`config.mk`:
```
export PLATFORM = sky130hd
export DESIGN_NAME = div_16_seq
export DESIGN_NICKNAME = d
export VERILOG_FILES = /design/src/rtl/arith_pkg.sv /design/src/rtl/sub_cla_17.sv /design/src/rtl/div_16_seq.sv
export SDC_FILE = /design/constraint.sdc
export NUM_CORES = 1
export LEC_CHECK = 0
export CORE_ASPECT_RATIO = 1.1
export CORE_MARGIN = 2
export CORE_UTILIZATION = 53
export CTS_CLUSTER_DIAMETER = 50
export DETAILED_ROUTE_END_ITERATION = 16
export HOLD_SLACK_MARGIN = 0.05
export PLACE_DENSITY = 0.89
export SYNTH_ARGS = -nofsm -noshare
export SYNTH_HDL_FRONTEND = slang
export SYNTH_HIERARCHICAL = 1
export SYNTH_SLANG_ARGS = --single-unit
export TNS_END_PERCENT = 10
```
`constraint.sdc`:
```
create_clock -name clk -period 3.9 [get_ports clk]
set_input_delay 0.585 -clock clk [delete_from_list [all_inputs] [get_ports clk]]
set_output_delay 0.585 -clock clk [all_outputs]
set_load 0.02 [all_outputs]
```
`src/rtl/arith_pkg.sv`:
```
// Shared arithmetic-unit constants and types for the sequential divider.
package arith_pkg;

  localparam int unsigned DIV_W     = 16;
  localparam int unsigned DIV_STEPS = 16;
  localparam int unsigned CNT_W     = 4;

  localparam logic [DIV_W-1:0] DBZ_QUOT = 16'hFFFF;

  typedef enum logic [1:0] {
    IDLE = 2'd0,
    RUN  = 2'd1,
    DONE = 2'd2
  } div_state_e;

endpackage

```
`src/rtl/sub_cla_17.sv`:
```
// 17-bit subtractor a - b computed as a + ~b + 1 with a Kogge-Stone carry tree.
module sub_cla_17 (
  input  logic [16:0] a_i,
  input  logic [16:0] b_i,
  output logic [16:0] diff_o,
  output logic        cout_o
);

  localparam int unsigned N      = 17;
  localparam int unsigned LEVELS = 5;

  logic [N-1:0] b_inv;
  logic [N-1:0] p_raw;
  logic [N-1:0] g_raw;
  logic [N-1:0] g0;
  logic [N-1:0] g_fin;
  logic [N-1:0] carry;
  logic         unused_p;

  assign b_inv = ~b_i;
  assign p_raw = a_i ^ b_inv;
  assign g_raw = a_i & b_inv;

  // The +1 carry-in is folded into bit 0 as an extra generate term.
  assign g0 = {g_raw[N-1:1], g_raw[0] | p_raw[0]};

  // Prefix levels with spans 1, 2, 4, 8, 16.
  for (genvar l = 0; l < LEVELS; l++) begin : g_lvl
    localparam int unsigned D = 1 << l;
    logic [N-1:0] gi, pi, go, po;

    if (l == 0) begin : g_first
      assign gi = g0;
      assign pi = p_raw;
    end else begin : g_next
      assign gi = g_lvl[l-1].go;
      assign pi = g_lvl[l-1].po;
    end

    for (genvar i = 0; i < N; i++) begin : g_bit
      if (i >= D) begin : g_comb
        assign go[i] = gi[i] | (pi[i] & gi[i-D]);
        assign po[i] = pi[i] & pi[i-D];
      end else begin : g_keep
        assign go[i] = gi[i];
        assign po[i] = pi[i];
      end
    end
  end

  assign g_fin    = g_lvl[LEVELS-1].go;
  assign unused_p = ^g_lvl[LEVELS-1].po;

  // Carry into bit i is the group generate of bits [i-1:0] plus carry-in.
  assign carry  = {g_fin[N-2:0], 1'b1};
  assign diff_o = p_raw ^ carry;
  assign cout_o = g_fin[N-1];

endmodule

```
`src/rtl/div_16_seq.sv`:
```
// Sequential unsigned restoring divider, one quotient bit per clock.
module div_16_seq
  import arith_pkg::*;
#(
  parameter int unsigned W = DIV_W
) (
  input  logic         clk,
  input  logic         rst_n,
  input  logic         in_valid,
  output logic         in_ready,
  input  logic [W-1:0] dividend,
  input  logic [W-1:0] divisor,
  output logic         out_valid,
  input  logic         out_ready,
  output logic [W-1:0] quotient,
  output logic [W-1:0] remainder,
  output logic         div_by_zero
);

  div_state_e       state_q, state_d;
  logic [CNT_W-1:0] cnt_q, cnt_d;
  logic [W-1:0]     q_q, q_d;
  logic [W:0]       r_q, r_d;
  logic [W-1:0]     dvs_q, dvs_d;
  logic             dbz_q, dbz_d;
  logic             in_ready_q, in_ready_d;
  logic             out_valid_q, out_valid_d;

  logic [W:0]       shifted;
  logic [W:0]       diff;
  logic             no_borrow;
  logic             unused_r_msb;

  assign shifted = {r_q[W-1:0], q_q[W-1]};

  // Trial subtraction of the latched divisor from the shifted partial remainder.
  sub_cla_17 u_sub (
    .a_i    (shifted),
    .b_i    ({1'b0, dvs_q}),
    .diff_o (diff),
    .cout_o (no_borrow)
  );

  // The partial remainder stays below the divisor, so its top bit is always zero.
  assign unused_r_msb = r_q[W];

  // Next-state, datapath update and registered handshake decodes.
  always_comb begin
    state_d = state_q;
    cnt_d   = cnt_q;
    q_d     = q_q;
    r_d     = r_q;
    dvs_d   = dvs_q;
    dbz_d   = dbz_q;

    unique case (state_q)
      IDLE: begin
        if (in_valid) begin
          dvs_d = divisor;
          if (divisor != '0) begin
            q_d     = dividend;
            r_d     = '0;
            cnt_d   = CNT_W'(DIV_STEPS - 1);
            dbz_d   = 1'b0;
            state_d = RUN;
          end else begin
            q_d     = W'(DBZ_QUOT);
            r_d     = {1'b0, dividend};
            cnt_d   = '0;
            dbz_d   = 1'b1;
            state_d = DONE;
          end
        end
      end
      RUN: begin
        if (no_borrow) begin
          r_d = diff;
          q_d = {q_q[W-2:0], 1'b1};
        end else begin
          r_d = shifted;
          q_d = {q_q[W-2:0], 1'b0};
        end
        if (cnt_q == '0) begin
          state_d = DONE;
        end else begin
          cnt_d = cnt_q - CNT_W'(1);
        end
      end
      DONE: begin
        if (out_ready) begin
          state_d = IDLE;
        end
      end
      default: begin
        state_d = IDLE;
      end
    endcase

    in_ready_d  = (state_d == IDLE);
    out_valid_d = (state_d == DONE);
  end

  // State and datapath registers; reset discards any in-flight division.
  always_ff @(posedge clk or negedge rst_n) begin
    if (!rst_n) begin
      state_q     <= IDLE;
      cnt_q       <= '0;
      q_q         <= '0;
      r_q         <= '0;
      dvs_q       <= '0;
      dbz_q       <= 1'b0;
      in_ready_q  <= 1'b1;
      out_valid_q <= 1'b0;
    end else begin
      state_q     <= state_d;
      cnt_q       <= cnt_d;
      q_q         <= q_d;
      r_q         <= r_d;
      dvs_q       <= dvs_d;
      dbz_q       <= dbz_d;
      in_ready_q  <= in_ready_d;
      out_valid_q <= out_valid_d;
    end
  end

  assign in_ready    = in_ready_q;
  assign out_valid   = out_valid_q;
  assign quotient    = q_q;
  assign remainder   = r_q[W-1:0];
  assign div_by_zero = dbz_q;

endmodule

```
# After elaboration in Yosys (flattened, before gate mapping)
# Index checks and enable logic that the tools add are counted.
# totals
register_bits	57
inputBits	36
output_inout_bits	35
elab_cells	180
# classes
n_addsub	1
n_eq_ne	5
muxes	18
bitwise_logic	140
n_reduce_logical	8
# ops
operator	n
$and A1 B1 Y1	85
$mux W16	5
$pmux W16 S2	2
$or A1 B1 Y1	51
$and A17 B17 Y17	1
$not A16 Y17	1
$xor A17 B17 Y17	1
$reduce_bool A16 Y1	1
$xor A16 B16 Y16	1
$mux W4	3
$mux W2	4
$pmux W4 S2	1
$pmux W2 S3	1
$eq A2 B2 Y1 const B	2
$logic_not A2 Y1	2
$logic_not A4 Y1	1
$ne A2 B2 Y1 const B	2
$reduce_and A2 Y1	2
$sub A4 B1 Y4 const B	1
$reduce_and A3 Y1	1
$eq A2 B1 Y1 const B	1
$mux W1	2
$reduce_bool A2 Y1	1

# Longest topological paths before layout
# depth
depth_word	13
depth_mapped	14
depth_no_buf	13

# Cells and area by module
# Netlist, hierarchy kept.
# by_module_without_submodules
module	n_inst	cells_each	area_per_inst_um2	seq_area_each_um2
div_16_seq	1	316	2782.7	1427.6
sub_cla_17	1	144	942.2	0.0

# Worst setup path before layout
# OpenSTA, ideal clock, no wires.
# synth_timing
path_kind	register to register
from	register r_q[7]
to	register r_q[7]
setup_time_ps	119
t_arrival_ps	2728
required_time_ps	3781
setup_slack_ps	1053
path_stages_with_launch	14
path_buffers	3
period_less_slack_ps	2847
path_cell_list	dfrtp_1 -> ha_1 -> buf_4 -> nand2_1 -> nor4_1 -> o21ai_1 -> a211o_1 -> o41ai_2 -> buf_2 -> buf_4 -> mux2i_1 -> a21oi_1 -> a31oi_1 -> nor2_1
# synth_via
elab_chain_len	10
elab_cells_between_ends	18
cone_classes	mux: 2; bitwise: 16
# synth_rtl
element	line_no	source
start: declaration	div_16_seq.sv:23	logic [W:0] r_q, r_d;
start signal: assignment	div_16_seq.sv:118	r_q <= r_d;
$xor A17 B17 Y17	sub_cla_17.sv:21	assign p_raw = a_i ^ b_inv;
$and A1 B1 Y1 (on tied branches)	sub_cla_17.sv:42, sub_cla_17.sv:43	
$or A1 B1 Y1 (tied with other cells)	sub_cla_17.sv:42	assign go[i] = gi[i] | (pi[i] & gi[i-D]);
$or A1 B1 Y1 / $and A1 B1 Y1 (equally long branches)	sub_cla_17.sv:42	
$or A1 B1 Y1	sub_cla_17.sv:42	
$and A1 B1 Y1	sub_cla_17.sv:42	
$or A1 B1 Y1	sub_cla_17.sv:42	
$or A1 B1 Y1 *	sub_cla_17.sv:42	
via no_borrow	div_16_seq.sv:31	logic no_borrow;
$mux W16 *	div_16_seq.sv:76	if (no_borrow) begin
$pmux W16 S2 *	div_16_seq.sv:56	unique case (state_q)
# Mark *: on every way through the listed nets, which the timed path passes. The rest lies on a longest branch.
# A chain may end at the register's enable or synchronous reset.

# Final worst setup path
# layout_timing
from	register r_q[7]
to	register r_q[13]
# The elaborated chain is that of the path after synthesis.

==> results summary <==
The flow ran to the end, and the final reports show no timing, DRC or antenna violations. The remaining global-route overflow came out at 0. Summed over all nets, wire length on met2 after detailed routing comes to 4490 um. The largest stage delay on the critical path came out at around 0.43 ns. The worst setup skew after layout is around 0.014 ns. In this design, the largest share of critical-path delay is due to compound AO/OA/AOI/OAI gates. The buffer cell driving the clock tree root is sky130_fd_sc_hd__clkbuf_8. The number of diodes added for antenna fixing is 0. The number of nets in the synthesized netlist is around 500. The setup-violating endpoint count in the final report is 0.

The detailed-route DRC error count came out at 0. The timing-limited maximum frequency came out at 334 MHz. The mean instance size in the synthesized netlist is approximately 8.2 um2. The internal portion of the total power is 2660 uW. The share of power burned in combinational logic is roughly two thirds. The via total after detailed routing is 3515. The net switching component of the power is around 2400 uW. The count of warnings emitted by yosys came out at 6. The post-layout net count is 564.

The horizontal extent of the die came out at between 80 and 90 um. The worst hold-check path type is input port to asynchronous set/reset pin. STA classifies the critical path startpoint as a flip-flop. The maximum level of the CTS H-tree came out at 3. Routed signal wires occupy layers up through met4.

STA classifies the critical path endpoint as a flip-flop. The synthesized netlist cell count came out at 449. The critical path arrival came out at about 3.2 ns. The max capacitance violation total came out at 0. The wire length per cell after detailed routing is 16.1 um. Total power for the finished layout comes to between 5000 and 6000 uW. The critical path buffer and inverter count is 1. The half-perimeter wire length of the detailed placement result is around 6700 um. The number of detailed-routing iterations run before antenna repair came out at 6. The data required time at the worst endpoint came out at ~4.1 ns. The total wirelength of the detailed-routed design is 9620 um. The total standard cell area after synthesis is 3660 um2. The detailed router put a total of between 4000 and 5000 um of wire on met1.

The quantity of hold-fixing buffers added after cts is 0. The floorplan step defined a die boundary enclosing between 7000 and 8000 um2. The pin slew with the least headroom to its limit came out at 1.16 ns.

The routed length on met3 came out at around 650 um. The floorplan row count is 31. Entering global routing, the biggest net connects 52 pins.

Once the floorplan was initialized, standard cells occupied 55.2% of the core. The clock-pin transition on the worst setup and hold timing paths is about 0.070 ns. The wire length of the first global-routing pass is around 16000 um. Buffers inserted during clock tree synthesis total 9.

The clock period could shrink to approximately 3.0 ns. The critical path's slowest cell is sky130_fd_sc_hd__ha_1. The power per cell area came out at 1120 nW/um2. In this run, flip-flops and latches consume a little under a quarter of the power. In the final timing run, aggregate negative setup slack is 0 ns. The number of I/O pins came out at between 70 and 80. The count of routing violations after the opening detailed-route iteration is about 450. The number of max-slew violations in the final report came out at 0.

The antenna violation net count after detailed routing came out at 0. The largest voltage drop on the vdd net is ~640 uV. The number of global-route vias before repair came out at ~3400. Along the worst path, the maximum fanout reaches 17. The worst path uses between 70% and 80% of the clock period. Once the clock tree was built, the resizer swapped 0 gates to a different size.

The number of hold violations in the final report is 0. TritonCTS built the clock tree. The number of setup buffers added after CTS came out at 0. The remaining max-slew budget at the tightest pin came out at between 20% and 30%. The critical path is of the flip-flop to flip-flop type. In the global route stage, overall resource usage came out at a little over a quarter.

The critical path goes through ha_1 -> a21oi_1 -> o21ai_0 -> nor3_1 -> a211o_1 -> o41ai_4 -> buf_4 -> mux2i_1 -> a21oi_1 -> a31oi_1 -> nor2_1. The via density per instance came out at approximately 6. The number of antenna violations at the first check in global routing is 0. The number of input and output port buffers inserted came out at 70.

The share of power burned in the clock network is a little over a tenth. The placer's final routability congestion estimate is roughly 0.9. The total area inside the core boundary comes to about 6600 um2.

In this run the deepest clock path goes through 2 buffers. The vertical die dimension came out at 91.2 um. The area added between synthesis and finish came out at 24.4%. The clock net sink count is between 50 and 60. The fraction of layout cells with a size suffix above 1 is around 6.2%. The share of total power consumed by net switching came out at a little under half. The clock reaches the later pin of the worst-skew pair after about 0.34 ns. Setup repair after global routing left no endpoint under its margin.

Summed over all cells, the static leakage comes to slightly above 0.002 uW. The cell that appears most often on the critical path is sky130_fd_sc_hd__a21oi_1.
## power by group through the flow
stage	registers, uW	clock network (uW)	logic (uW)
2_1_floorplan	1300	0	2250
3_3_place_gp	1150	0	3150
3_5_place_dp	1170	0	3280
4_1_cts	1170	555	3320
5_1_grt	1210	583	3730
6_report	1170	549	3380
## sequential cells by signal, indices dropped and copies added (netlist names)
| name | flops |
|---|---|
| r_q | 16 |
| in_ready | 1 |
| quotient | 16 |
| out_valid | 1 |
| dvs_q | 16 |
| cnt_q | 4 |
| div_by_zero | 1 |
| state_q | 2 |
## worst register-to-register path, stage by stage (launching register included)
cell,delay (ns)
sky130_fd_sc_hd__dfrtp_1,0.41
sky130_fd_sc_hd__ha_1,0.43
sky130_fd_sc_hd__a21oi_1,0.11
sky130_fd_sc_hd__o21ai_0,0.28
sky130_fd_sc_hd__nor3_1,0.08
sky130_fd_sc_hd__a211o_1,0.38
sky130_fd_sc_hd__o41ai_4,0.29
sky130_fd_sc_hd__buf_4,0.32
sky130_fd_sc_hd__mux2i_1,0.24
sky130_fd_sc_hd__a21oi_1,0.09
sky130_fd_sc_hd__a31oi_1,0.17
sky130_fd_sc_hd__nor2_1,0.07
## stage by stage
stage,hold WS [ns],cell area (um2),std cells,utilization [%],setup slack [ns]
floorplan,0.289,3660,449,-,1.05
global placement,0.460,4360,580,65.7,1.06
detailed placement,0.462,4360,580,65.7,0.945
CTS,0.283,4560,596,68.7,0.931
global route,0.320,4560,596,68.7,0.631
finish,0.272,4560,596,68.7,0.903
## worst paths after layout
| path | from | to | slack (ns) | depth (start not counted) |
|---|---|---|---|---|
| min in group clk | dvs_q[7]$_DFFE_PN0P_ | dvs_q[7]$_DFFE_PN0P_ | 0.47 | 2 |
| max reg2reg | r_q[7]$_DFFE_PN0P_ | r_q[13]$_DFFE_PN0P_ | 0.90 | 11 |
| max | r_q[7]$_DFFE_PN0P_ | r_q[13]$_DFFE_PN0P_ | 0.90 | 11 |
| max in group asynchronous | rst_n | quotient[4]$_DFFE_PN0P_ | 2.78 | 2 |
| min reg2reg | dvs_q[7]$_DFFE_PN0P_ | dvs_q[7]$_DFFE_PN0P_ | 0.47 | 2 |
| min | rst_n | state_q[0]$_DFF_PN0_ | 0.27 | 1 |
## per-layer routing
| layer | GRT usage (%) | up-vias |
|---|---|---|
| met5 | 0 | - |
| met4 | 10.7 | 0 |
| met3 | 4.55 | 25 |
| met2 | 43.0 | 187 |
| met1 | 35.2 | 1626 |
| li1 | - | 1677 |
## layout by cell type, fill, tap and decap left out, types with 2 or more instances in the layout
cell type,instances
sky130_fd_sc_hd__nor2_1,46
sky130_fd_sc_hd__nand2_1,83
sky130_fd_sc_hd__buf_4,7
sky130_fd_sc_hd__clkinv_2,2
sky130_fd_sc_hd__o31ai_1,2
sky130_fd_sc_hd__o21ai_0,15
sky130_fd_sc_hd__o22ai_1,2
sky130_fd_sc_hd__dfrtp_1,56
sky130_fd_sc_hd__clkdlybuf4s50_1,69
sky130_fd_sc_hd__o311ai_0,2
sky130_fd_sc_hd__mux2i_1,16
sky130_fd_sc_hd__clkbuf_8,10
sky130_fd_sc_hd__xor2_1,3
sky130_fd_sc_hd__nor4_1,6
sky130_fd_sc_hd__nand4b_1,2
sky130_fd_sc_hd__a211o_1,2
sky130_fd_sc_hd__inv_1,28
sky130_fd_sc_hd__o21ai_1,22
sky130_fd_sc_hd__ha_1,18
sky130_fd_sc_hd__a22o_1,2
sky130_fd_sc_hd__nor3_1,24
sky130_fd_sc_hd__nand3_1,2
sky130_fd_sc_hd__a31oi_1,17
sky130_fd_sc_hd__nor3b_1,3
sky130_fd_sc_hd__xnor2_1,8
sky130_fd_sc_hd__a21oi_1,34
sky130_fd_sc_hd__nand4_1,2
sky130_fd_sc_hd__nand2b_1,3
## area by class of cell
type | count | area, um2
Tap cell | 82 | 103
Inverter | 28 | 105
Clock buffer | 11 | 141
Fill cell | 529 | 2080
Sequential cell | 57 | 1430
Timing Repair Buffer | 77 | 748
Clock inverter | 5 | 56.3
Multi-Input combinational cell | 336 | 1970
Note: power is estimated with default switching activity, not from simulation.
